File: src/rtl/risc8_io_bank_if.sv
// rtl/risc8_io_bank_if.sv - core data-bus view of the risc8 IO bank
interface risc8_io_bank_if;
    logic [15:0] addr;
    logic        wen;
    logic        ren;
    logic [7:0]  wdata;
    logic [7:0]  rdata;
    logic        sel;

    modport master (output addr, wen, ren, wdata, input rdata, sel);
    modport slave  (input addr, wen, ren, wdata, output rdata, sel);
endinterface

File: src/rtl/risc8_io_bank.sv
// rtl/risc8_io_bank.sv - risc8 IO window: GPIO ports plus 8-bit timer with compare and interrupt
module risc8_io_bank #(
    parameter int         PORTS     = 1,
    parameter logic [6:0] GPIO_BASE = 7'h36,
    parameter logic [6:0] TMR_BASE  = 7'h4B
) (
    input  logic                 clk,
    input  logic                 reset,
    risc8_io_bank_if.slave       bus,
    input  logic [8*PORTS-1:0]   pin_in,
    output logic [8*PORTS-1:0]   port_out,
    output logic [8*PORTS-1:0]   ddr_out,
    output logic                 irq
);
    localparam int W = 8 * PORTS;

    logic         io, wr, rd;
    logic [6:0]   io_addr;

    logic [W-1:0] port_q, ddr_q, sync1, sync2;
    logic [W-1:0] port_d, ddr_d;

    logic [7:0]   tcnt, ocr, tcnt_d;
    logic [3:0]   tccr;
    logic [1:0]   tifr, timsk, tifr_d, tifr_set, tifr_clr;
    logic [9:0]   presc, presc_d, limit;
    logic         running, tick, tick_eff, ocr_match;
    logic         timsk_wr, tifr_wr, ocr_wr, tccr_wr, tcnt_wr;

    logic [7:0]   rdata_q, rd_val;
    logic         sel_q, irq_q;

    function automatic logic [6:0] pin_addr(input int k);
        return GPIO_BASE + 7'(3 * k);
    endfunction

    assign io      = (bus.wen | bus.ren) && (bus.addr < 16'h0060);
    assign io_addr = bus.addr[6:0];
    assign wr      = io && bus.wen;
    assign rd      = io && bus.ren;

    assign timsk_wr = wr && (io_addr == TMR_BASE);
    assign tifr_wr  = wr && (io_addr == TMR_BASE + 7'd1);
    assign ocr_wr   = wr && (io_addr == TMR_BASE + 7'd2);
    assign tccr_wr  = wr && (io_addr == TMR_BASE + 7'd3);
    assign tcnt_wr  = wr && (io_addr == TMR_BASE + 7'd4);

    // A PIN write toggles PORT; the PIN value itself only comes from the synchroniser.
    always_comb begin
        port_d = port_q;
        ddr_d  = ddr_q;
        for (int k = 0; k < PORTS; k++) begin
            if (wr && io_addr == pin_addr(k))
                port_d[8*k +: 8] = port_q[8*k +: 8] ^ bus.wdata;
            if (wr && io_addr == pin_addr(k) + 7'd1)
                ddr_d[8*k +: 8] = bus.wdata;
            if (wr && io_addr == pin_addr(k) + 7'd2)
                port_d[8*k +: 8] = bus.wdata;
        end
    end

    always_comb begin
        limit   = 10'd0;
        running = 1'b1;
        case (tccr[2:0])
            3'd1:    limit = 10'd0;
            3'd2:    limit = 10'd7;
            3'd3:    limit = 10'd63;
            3'd4:    limit = 10'd255;
            3'd5:    limit = 10'd1023;
            default: running = 1'b0;
        endcase
    end

    assign tick      = running && (presc == limit);
    assign tick_eff  = tick && !tcnt_wr;
    assign ocr_match = (tcnt == ocr);

    always_comb begin
        presc_d = presc;
        if (tccr_wr || tick)
            presc_d = 10'd0;
        else if (running)
            presc_d = presc + 10'd1;

        tcnt_d = tcnt;
        if (tcnt_wr)
            tcnt_d = bus.wdata;
        else if (tick)
            tcnt_d = (tccr[3] && ocr_match) ? 8'h00 : tcnt + 8'd1;

        // Flags raised by a tick survive a write-1-clear in the same cycle.
        tifr_set = {tick_eff && ocr_match, tick_eff && (tcnt == 8'hFF)};
        tifr_clr = tifr_wr ? bus.wdata[1:0] : 2'b00;
        tifr_d   = (tifr & ~tifr_clr) | tifr_set;
    end

    always_comb begin
        rd_val = 8'h00;
        for (int k = 0; k < PORTS; k++) begin
            if (io_addr == pin_addr(k))         rd_val = sync2[8*k +: 8];
            if (io_addr == pin_addr(k) + 7'd1)  rd_val = ddr_q[8*k +: 8];
            if (io_addr == pin_addr(k) + 7'd2)  rd_val = port_q[8*k +: 8];
        end
        if (io_addr == TMR_BASE)         rd_val = {6'b0, timsk};
        if (io_addr == TMR_BASE + 7'd1)  rd_val = {6'b0, tifr};
        if (io_addr == TMR_BASE + 7'd2)  rd_val = ocr;
        if (io_addr == TMR_BASE + 7'd3)  rd_val = {4'b0, tccr};
        if (io_addr == TMR_BASE + 7'd4)  rd_val = tcnt;
    end

    always_ff @(posedge clk) begin
        if (!reset) begin
            port_q  <= '0;
            ddr_q   <= '0;
            sync1   <= '0;
            sync2   <= '0;
            tcnt    <= 8'h00;
            ocr     <= 8'hFF;
            tccr    <= 4'h0;
            tifr    <= 2'b00;
            timsk   <= 2'b00;
            presc   <= 10'd0;
            rdata_q <= 8'h00;
            sel_q   <= 1'b0;
            irq_q   <= 1'b0;
        end else begin
            sync1  <= pin_in;
            sync2  <= sync1;
            port_q <= port_d;
            ddr_q  <= ddr_d;
            tcnt   <= tcnt_d;
            presc  <= presc_d;
            tifr   <= tifr_d;
            if (ocr_wr)   ocr   <= bus.wdata;
            if (tccr_wr)  tccr  <= bus.wdata[3:0];
            if (timsk_wr) timsk <= bus.wdata[1:0];
            if (rd)       rdata_q <= rd_val;
            sel_q <= io;
            irq_q <= |(tifr & timsk);
        end
    end

    assign bus.rdata = rdata_q;
    assign bus.sel   = sel_q;
    assign port_out  = port_q;
    assign ddr_out   = ddr_q;
    assign irq       = irq_q;
endmodule

File: src/flat_wrapper.sv
// flat-port wrapper written by rule: the top's interface ports become plain ports
module risc8_io_bank_flat 
#(
    parameter int         PORTS     = 1,
    parameter logic [6:0] GPIO_BASE = 7'h36,
    parameter logic [6:0] TMR_BASE  = 7'h4B
)
  (clk, reset, pin_in, port_out, ddr_out, irq, bus_addr, bus_wen, bus_ren, bus_wdata, bus_rdata, bus_sel);
  risc8_io_bank_if bus_i ();
  input  logic clk;
  input  logic reset;
  input  logic [8*PORTS-1:0] pin_in;
  output logic [8*PORTS-1:0] port_out;
  output logic [8*PORTS-1:0] ddr_out;
  output logic irq;
  input wire logic [$bits(bus_i.addr)-1:0] bus_addr;
  input wire logic [$bits(bus_i.wen)-1:0] bus_wen;
  input wire logic [$bits(bus_i.ren)-1:0] bus_ren;
  input wire logic [$bits(bus_i.wdata)-1:0] bus_wdata;
  output wire logic [$bits(bus_i.rdata)-1:0] bus_rdata;
  output wire logic [$bits(bus_i.sel)-1:0] bus_sel;
  assign bus_i.addr = bus_addr;
  assign bus_i.wen = bus_wen;
  assign bus_i.ren = bus_ren;
  assign bus_i.wdata = bus_wdata;
  assign bus_rdata = bus_i.rdata;
  assign bus_sel = bus_i.sel;
  risc8_io_bank #(.PORTS(PORTS), .GPIO_BASE(GPIO_BASE), .TMR_BASE(TMR_BASE)) u_core (.clk(clk), .reset(reset), .bus(bus_i), .pin_in(pin_in), .port_out(port_out), .ddr_out(ddr_out), .irq(irq));
endmodule
File: config.mk
export PLATFORM = sky130hd
export DESIGN_NAME = risc8_io_bank_flat
export DESIGN_NICKNAME = d
export VERILOG_FILES = /design/src/rtl/risc8_io_bank_if.sv /design/src/rtl/risc8_io_bank.sv /design/src/flat_wrapper.sv
export SDC_FILE = /design/constraint.sdc
export NUM_CORES = 1
export LEC_CHECK = 0
export CELL_PAD_IN_SITES_DETAIL_PLACEMENT = 0
export CELL_PAD_IN_SITES_GLOBAL_PLACEMENT = 1
export CORE_AREA = 2 2 115 117
export DETAILED_ROUTE_END_ITERATION = 6
export DIE_AREA = 0 0 117 119
export PLACE_DENSITY = 0.66
export SETUP_SLACK_MARGIN = 0.05
export SLEW_MARGIN = 10
export SYNTH_ARGS = -nofsm -noshare
export SYNTH_HDL_FRONTEND = slang
export SYNTH_SLANG_ARGS = --single-unit
File: constraint.sdc
create_clock -name clk -period 6.2 [get_ports clk]
set_clock_uncertainty 0.2 [all_clocks]
set_input_delay 1.86 -clock clk [delete_from_list [all_inputs] [get_ports clk]]
set_output_delay 1.86 -clock clk [all_outputs]
set_load 0.01 [all_outputs]
==> impl_metrics.csv, run 1 <==
group,metric,value,unit
run_status,status,"complete, no violations",
synthesis,synth_area,4090,um2
clocking,cts-buffers-inserted,9,
grt,grt_max_degree,41,
setup_path,cp.required,6.24,ns
clocking,ctsHoldBuffers,0,
detailed_routing,routed-wl-met2,4940,um
grt,antenna_found_initial,0,
power_and_ir_drop,p_leak,0.00188,uW
detailed_routing,first_pass_iters,5,
place,place_ws,1.29,ns
power_and_ir_drop,power.density,210,nW/um2
place,portBuffers,61,
finish,drive_gt1_frac,0.0644,
clocking,postCtsSetupBuffers,0,
clocking,ctsRootBufferMaster,"clkbuf_16",
synthesis,syn-num-nets,488,
grt,grt_overflow_total,0,
die,coreArea,12900,um2
detailed_routing,viasPerCell,5.13,
clocking,cts_buffer_depth,2,
timing,hold_viol,0,
timing,worst_slack,1.58,ns
timing,tns,0,ns
detailed_routing,vias,3454,
synthesis,syn_avg_cell_area,9.12,um2
setup_path,worstSetupStartpointType,"primary input",
job,maxCapViolations,0,
timing,rsz0062_at_grt,"no",
setup_path,critPathMaxFanout,21,
finish,syn_to_final_growth,23.4,%
detailed_routing,wl_met1,5700,um
die,dieArea,13900,um2
clocking,h-tree-depth,3,
detailed_routing,drt_wl_total,11300,um
synthesis,synthCells,449,
die,initial_utilization,0.318,
synthesis,synth_flop_cell,"dfxtp_1",
clocking,cts_sinks,76,
timing,min_period_over_period,0.745,
timing,slew_viol_final,0,
die,die_y,119,um
timing,slew-limit-headroom,0.420,
grt,grt_pass1_wl,18400,um
synthesis,synth_seq_cells,76,
timing,min_period,4.62,ns
setup_path,critPathBufInv,1,
die,die_x,117,um
detailed_routing,drc,0,
detailed_routing,drt_iter0_markers,216,
setup_path,worstSetupPathType,"in -> reg",
die,ioPinCount,62,
timing,worst_slew_pin_slew,0.870,ns
clocking,cts_tree,"built",
setup_path,critical_path.cell_chain,"clkdlybuf4s50_1 > a211oi_1 > and4_1 > nand3_2 > and4_1 > o21a_1",
setup_path,cp_slowest_cell,"and4_1",
finish,fillers,1298,
setup_path,cpPeakStageDelay,0.86,ns
finish,regArea,1520,um2
setup_path,cp_common_cell,"and4_1",
worst_hold_path,hold_class,"reg -> reg",
finish,postLayoutCellArea,5050,um2
synthesis,seq_area_frac_synth,0.372,
detailed_routing,wl_per_cell,16.8,um
power_and_ir_drop,power,1060,uW
synthesis,ys_async_sr_fraction,0,
place,dp_hpwl,7980,um
clocking,cts_resized,0,
synthesis,synth-edff-count,0,
grt,grt_usage,0.174,
synthesis,yosysWarnings,0,
clocking,path_clk_slew,0.06,ns
setup_path,cp-end-kind,"flop",
timing,setup_viol,0,
synthesis,ys_types,60,
grt,first_global_vias,3353,
timing,fmax,0.216,GHz
finish,multiInputGateArea,2380,um2
detailed_routing,maxUsedRoutingLayer,"met4",
place,dpl_cell_area,4770,um2
setup_path,crit_arrival,4.66,ns
clocking,worstSkewPairLatency,0.35,ns
setup_path,cp_top_family,"simple AND/OR/NAND/NOR gates",
finish,diodes,0,
place,routabilityCongestion,0.805,
power_and_ir_drop,ir_drop,116,uV
die,rows,42,
detailed_routing,postRouteAntennaNets,0,
finish,final_nets,531,
detailed_routing,wl_met3,407,um
-- worst paths after layout --
path                               startpoint                     endpoint  slack (ns)  cells after the start
setup / recovery                  bus_addr[5]  u_core.tcnt[5]$_SDFFE_PN0P_        1.58                      6
hold / removal     u_core.sync1[4]$_SDFF_PN0_   u_core.sync2[4]$_SDFF_PN0_        0.23                      1
setup reg to reg  u_core.tccr[1]$_SDFFE_PN0P_  u_core.tcnt[6]$_SDFFE_PN0P_        3.62                      7
hold reg to reg    u_core.sync1[4]$_SDFF_PN0_   u_core.sync2[4]$_SDFF_PN0_        0.23                      1
-- routing by layer --
metal  up-vias  track usage
met4         0       0.0860
met2        64        0.246
li1       1745            -
met3        17       0.0290
met1      1628        0.252
met5         -            0
-- final cells by class --
cell class / instances / share of cell area
Clock inverter: 6 / 0.00942
Sequential cell: 76 / 0.301
Clock buffer: 10 / 0.0453
Multi-Input combinational cell: 335 / 0.472
Tap cell: 176 / 0.0436
Inverter: 6 / 0.00446
Timing Repair Buffer: 64 / 0.124
-- flip-flops by register name, indices dropped and copies added, names as in the netlist --
name,cells
u_core.tifr,2
u_core.sync1,8
u_core.port_out,8
u_core.ocr,8
u_core.sync2,8
u_core.presc,10
u_core.tccr,4
u_core.ddr_out,8
u_core.irq,1
u_core.tcnt,8
u_core.timsk,2
u_core.bus.rdata,8
u_core.bus.sel,1
-- cells in the mapped netlist (all sizes together) (3+ instances only) --
cell type | n | share of area
nand3b | 6 | 0.014
xnor2 | 7 | 0.015
ha | 3 | 0.0092
clkbuf | 14 | 0.013
and2 | 21 | 0.032
nor2 | 22 | 0.020
o21a | 22 | 0.040
o21ai | 7 | 0.0086
and3 | 4 | 0.0061
inv | 6 | 0.0055
mux2i | 31 | 0.076
o211ai | 10 | 0.018
o31ai | 5 | 0.0092
o211a | 5 | 0.012
a21oi | 6 | 0.0073
nor2b | 16 | 0.024
a31oi | 6 | 0.0092
a222oi | 4 | 0.0098
nand3 | 15 | 0.022
nor4 | 12 | 0.018
xor2 | 15 | 0.032
buf | 18 | 0.028
a22oi | 7 | 0.014
nand2 | 40 | 0.037
nor3 | 3 | 0.0037
nand4 | 12 | 0.018
o2bb2ai | 6 | 0.013
a21boi | 8 | 0.015
and4 | 9 | 0.019
dfxtp | 76 | 0.37
o22ai | 3 | 0.0046
-- worst register-to-register path: cells and delay by family, from the launching register on --
family                     cells  cell delay, ns
AOI/OAI and AO/OA              4            0.94
and+or+nand+nor                1            0.47
DFF                            1            0.40
adders and majority gates      1            0.38
buffers and inverters          1            0.09
-- layout by cell type (no fill, tap or decap), types with 7 or more instances in the layout --
master            n
and2_1           21
and4_1            9
clkbuf_16         9
clkdlybuf4s50_1  60
dfxtp_1          76
mux2i_1          31
nand2_1          39
nand3_1          12
nand4_1          12
nor2_1           22
nor2b_1          16
nor4_1           12
o211ai_1         10
o21a_1           22
o21ai_0           7
xnor2_1           7
xor2_1           15
-- per-stage QoR --
step	instances	hold slack [ns]	utilization
final	673	0.233	0.392
after CTS	673	0.236	0.392
after detailed placement	657	0.221	0.371
after global routing	673	0.254	0.392
after global placement	657	0.218	0.371
after floorplan	449	0.212	-
-- kinds of logic after synthesis --
family,share of synthesized area
simple gates,0.254
buf+inv,0.0465
fa+ha+maj,0.00917
flops,0.372
compound gates,0.193
xor+xnor,0.0471
mux,0.0786
-- power breakdown --
group | total [uW] | switching, uW | internal [uW]
Sequential | 494 | 0.907 | 493
Clock | 498 | 225 | 274
Combinational | 70.2 | 36.9 | 33.3
Power figures use the tool's default switching activity.
==> run 2, diff against run 1 <==
Clock period 6.2 ns to 4.3 ns, I/O delays scaled along.
==> impl_metrics.csv, run 2 (synthesis gave the netlist of run 1 again) <==
group,metric,value,unit
run_status,status,"complete, no violations",
timing,tns,0,ns
setup_path,worstSetupPathType,"in -> reg",
power_and_ir_drop,ir_drop,131,uV
clocking,path_clk_slew,0.06,ns
detailed_routing,wl_met3,702,um
detailed_routing,maxUsedRoutingLayer,"met4",
setup_path,critical_path.cell_chain,"clkdlybuf4s50_1 > a211oi_1 > and4_1 > buf_4 > nand2_2 > o41ai_1 > a21boi_1",
place,place_ws,0.427,ns
power_and_ir_drop,power_frac_clock,0.488,
detailed_routing,wl_met1,5500,um
die,die_y,119,um
timing,fmax,0.283,GHz
grt,antenna_found_initial,0,
timing,slew_viol_final,0,
power_and_ir_drop,p_sw_frac,0.236,
power_and_ir_drop,power_switching,376,uW
setup_path,r2r_start,"u_core.tccr[1]$_SDFFE_PN0P_",
job,maxCapViolations,0,
clocking,h-tree-depth,3,
finish,largest_reg_flops,10,
timing,worst_slew_pin_slew,0.756,ns
timing,hold_viol,0,
detailed_routing,wl_per_cell,17.0,um
grt,grt_max_degree,45,
timing,worst_slack,0.770,ns
timing,slew-limit-headroom,0.496,
detailed_routing,drc,0,
setup_path,critPathMaxFanout,10,
finish,final_util,0.398,
finish,final_common_cell,"dfxtp_1",
power_and_ir_drop,power_frac_seq,0.447,
setup_path,reg2reg_depth,7,
detailed_routing,vias,3589,
power_and_ir_drop,p_leak,0.00193,uW
detailed_routing,postRouteAntennaNets,0,
power_and_ir_drop,power.density,311,nW/um2
grt,grt_pass1_wl,18900,um
clocking,cts_buffer_depth,2,
place,dpl_cell_area,4830,um2
die,rows,42,
grt,first_global_vias,3465,
timing,setup_viol,0,
power_and_ir_drop,power.internal,1220,uW
clocking,worstSkewPairLatency,0.34,ns
clocking,cts-buffers-inserted,9,
die,coreArea,12900,um2
timing,min_period,3.53,ns
setup_path,ff2ff_setup_slack,1.69,ns
setup_path,cpPeakStageDelay,0.48,ns
finish,final_cell_mix,"dfxtp_1 (76), clkdlybuf4s50_1 (60), nand2_1 (39)",
clocking,postCtsSetupBuffers,0,
detailed_routing,drt_wl_total,11600,um
place,dp_hpwl,8280,um
setup_path,cp.required,4.31,ns
finish,regMostFlops,"u_core.presc",
setup_path,critPathLaunch,"bus_addr[5]",
timing,rsz0062_at_grt,"no",
finish,final_nets,538,
finish,diodes,0,
die,die_x,117,um
clocking,cts_resized,0,
clocking,ctsRootBufferMaster,"clkbuf_16",
finish,syn_to_final_growth,25.3,%
setup_path,crit_arrival,3.54,ns
worst_hold_path,hold_class,"reg -> reg",
grt,grt_overflow_total,0,
setup_path,cp-end-kind,"flop",
die,dieArea,13900,um2
clocking,ctsHoldBuffers,0,
detailed_routing,routed-wl-met2,5120,um
setup_path,worstSetupEndpoint,"u_core.tifr[0]$_SDFF_PN0_",
finish,postLayoutCellArea,5130,um2
power_and_ir_drop,combPwrFrac,0.065,
grt,grt_usage,0.176,
place,routabilityCongestion,0.811,
clocking,cts_sinks,76,
setup_path,cp_slowest_cell,"clkdlybuf4s50_1",
timing,min_period_over_period,0.821,
finish,fillers,1300,
die,initial_utilization,0.318,
detailed_routing,first_pass_iters,4,
clocking,cts_tree,"built",
setup_path,worstSetupStartpointType,"primary input",
setup_path,reg2reg_to,"u_core.tcnt[5]$_SDFFE_PN0P_",
detailed_routing,viasPerCell,5.28,
die,ioPinCount,62,
place,portBuffers,61,
detailed_routing,drt_iter0_markers,249,
finish,drive_gt1_frac,0.0774,
[run 2: cell types whose count changed in the layout (fill, tap and decap cells not counted)]
cell        delta
buf_4          +7
bufinv_16      +1
clkinv_4       +2
clkinvlp_4     -3
[run 2: worst min-delay path by stage]
stage | end | cells past startpoint | start
CTS | u_core.sync2[2]$_SDFF_PN0_ | 1 | u_core.sync1[2]$_SDFF_PN0_
global placement | u_core.sync2[6]$_SDFF_PN0_ | 1 | u_core.sync1[6]$_SDFF_PN0_
floorplan | u_core.sync2[0]$_SDFF_PN0_ | 1 | u_core.sync1[0]$_SDFF_PN0_
detailed placement | u_core.sync2[2]$_SDFF_PN0_ | 1 | u_core.sync1[2]$_SDFF_PN0_
global route | u_core.sync2[5]$_SDFF_PN0_ | 1 | u_core.sync1[5]$_SDFF_PN0_
finish | u_core.sync2[2]$_SDFF_PN0_ | 1 | u_core.sync1[2]$_SDFF_PN0_
[run 2: cell type report]
cell class              count  area, um2  share of cell area
clock buffers              10        229              0.0447
clock inverters             6       72.6              0.0142
inverters                   6       22.5             0.00439
multi-input cells         335       2380               0.464
flip-flops and latches     76       1520               0.297
well taps                 176        220              0.0429
repair buffers             71        681               0.133
[run 2: metal layers]
metal / vias to the layer above / GRT usage
met5: - / 0
li1: 1757 / -
met1: 1698 / 0.251
met3: 16 / 0.0468
met4: 0 / 0.0640
met2: 118 / 0.252
[run 2: power by group through the flow]
| stage | Clock [uW] | Sequential (uW) | Combinational [uW] |
|---|---|---|---|
| 2_1_floorplan | 0 | 728 | 49.5 |
| 3_3_place_gp | 0 | 728 | 103 |
| 3_5_place_dp | 0 | 728 | 104 |
| 4_1_cts | 794 | 712 | 104 |
| 5_1_grt | 826 | 713 | 112 |
| 6_report | 777 | 712 | 104 |
[run 2: metrics by stage]
| step | hold WS (ns) | cells | power, uW |
|---|---|---|---|
| CTS | 0.234 | 680 | 1610 |
| floorplan | 0.212 | 449 | 777 |
| detailed placement | 0.219 | 664 | 832 |
| global route | 0.254 | 680 | 1650 |
| global placement | 0.218 | 664 | 832 |
| finish | 0.232 | 680 | 1590 |
[run 2: critical path, delay by kind of cell]
family / cells / cell delay [ns]
AO/OA/AOI/OAI: 3 / 0.90
buffers and inverters: 2 / 0.72
AND/OR/NAND/NOR: 2 / 0.63
==> run 3, diff against run 2 <==
Clock period 4.3 ns to 3.64 ns, I/O delays scaled along.
==> impl_metrics.csv, run 3 (synthesis gave the netlist of run 1 again) <==
group,metric,value,unit
finish,regArea,1520,um2
die,ioPinCount,62,
detailed_routing,drt_iter0_markers,231,
die,dieArea,13900,um2
timing,slew_viol_final,0,
worst_hold_path,hold_class,"reg -> reg",
setup_path,r2r_start,"u_core.tccr[1]$_SDFFE_PN0P_",
clocking,ctsHoldBuffers,0,
clocking,cts_tree,"built",
clocking,worstSkewPairLatency,0.34,ns
power_and_ir_drop,power.density,357,nW/um2
finish,regMostFlops,"u_core.presc",
setup_path,critical_path.cell_chain,"clkdlybuf4s50_1 > a211oi_1 > and4_1 > buf_12 > nand3_2 > and4_1 > o21a_1",
setup_path,worstSetupPathType,"in -> reg",
setup_path,critPathLaunch,"bus_addr[5]",
finish,drive_gt1_frac,0.0936,
setup_path,worstSetupStartpointType,"primary input",
grt,grt_usage,0.173,
detailed_routing,maxUsedRoutingLayer,"met4",
timing,setup_viol,0,
job,maxCapViolations,0,
power_and_ir_drop,p_leak,0.00199,uW
grt,first_global_vias,3559,
setup_path,cp-end-kind,"flop",
timing,hold_viol,0,
clocking,cts_resized,0,
run_status,status,"complete, no violations",
detailed_routing,postRouteAntennaNets,0,
detailed_routing,wl_met1,5610,um
clocking,ctsRootBufferMaster,"clkbuf_16",
detailed_routing,wl_met3,608,um
grt,grt_overflow_total,0,
place,portBuffers,61,
clocking,postCtsSetupBuffers,0,
die,rows,42,
finish,multiInputGateArea,2380,um2
detailed_routing,routed-wl-met2,5080,um
finish,syn_to_final_growth,27.7,%
finish,postLayoutCellArea,5230,um2
detailed_routing,vias,3570,
power_and_ir_drop,ir_drop,256,uV
timing,min_period_over_period,0.885,
grt,grt_pass1_wl,18800,um
worst_hold_path,min_from,"u_core.sync1[2]$_SDFF_PN0_",
timing,min_period,3.22,ns
setup_path,crit_arrival,3.25,ns
detailed_routing,wl_per_cell,16.7,um
finish,diodes,0,
detailed_routing,drc,0,
timing,fmax,0.310,GHz
die,coreArea,12900,um2
setup_path,cp.required,3.66,ns
detailed_routing,first_pass_iters,5,
place,place_ws,0.0689,ns
detailed_routing,drt_wl_total,11500,um
setup_path,cp_common_cell,"and4_1",
grt,grt_max_degree,45,
clocking,cts_sinks,76,
timing,worst_slew_pin_slew,0.602,ns
setup_path,cp_slowest_cell,"clkdlybuf4s50_1",
place,dp_hpwl,8260,um
clocking,cts_buffer_depth,2,
place,dpl_cell_area,4930,um2
clocking,cts-buffers-inserted,9,
finish,largest_reg_flops,10,
clocking,h-tree-depth,3,
finish,final_util,0.406,
setup_path,cpPeakStageDelay,0.47,ns
timing,slew-limit-headroom,0.599,
die,die_x,117,um
finish,fillers,1266,
die,die_y,119,um
power_and_ir_drop,power,1860,uW
finish,final_common_cell,"dfxtp_1",
clocking,path_clk_slew,0.06,ns
finish,final_nets,547,
finish,final_cell_mix,"dfxtp_1 (76), clkdlybuf4s50_1 (60), nand2_1 (39)",
timing,tns,0,ns
detailed_routing,viasPerCell,5.18,
timing,rsz0062_at_grt,"no",
place,routabilityCongestion,0.838,
setup_path,critPathMaxFanout,21,
grt,antenna_found_initial,0,
timing,worst_slack,0.419,ns
die,initial_utilization,0.318,
-- run 3: final timing paths --
kind / endpoint / slack, ns / cells past startpoint
setup reg to reg: u_core.tcnt[3]$_SDFFE_PN0P_ / 1.09 / 7
hold / removal: u_core.sync2[2]$_SDFF_PN0_ / 0.24 / 1
setup / recovery: u_core.tcnt[3]$_SDFFE_PN0P_ / 0.42 / 7
hold reg to reg: u_core.sync2[2]$_SDFF_PN0_ / 0.24 / 1
-- run 3: cell type report --
type	count	area share
multi-input cells	335	0.456
clock inverters	6	0.0125
clock buffers	10	0.0438
well taps	176	0.0421
inverters	6	0.00431
repair buffers	80	0.150
flip-flops and latches	76	0.291
-- run 3: worst max-delay path: cells and delay by family --
family	cells	cell delay, ns
buf+inv	2	0.64
simple gates	3	0.91
compound gates	2	0.59
-- run 3: power breakdown --
part | total, uW | internal [uW] | switching (uW)
sequential | 841 | 840 | 1.66
clock | 893 | 531 | 362
combinational | 130 | 64.5 | 65.1
-- run 3: per-stage QoR --
step	std cells	hold WS [ns]
5_1_grt	689	0.259
6_report	689	0.235
2_1_floorplan	449	0.212
3_5_place_dp	673	0.222
4_1_cts	689	0.237
3_3_place_gp	673	0.219
-- run 3: routing by layer --
| layer | up-vias | global-route usage |
|---|---|---|
| met1 | 1692 | 0.247 |
| met3 | 16 | 0.0422 |
| met4 | 0 | 0.0603 |
| li1 | 1779 | - |
| met5 | - | 0 |
| met2 | 83 | 0.254 |
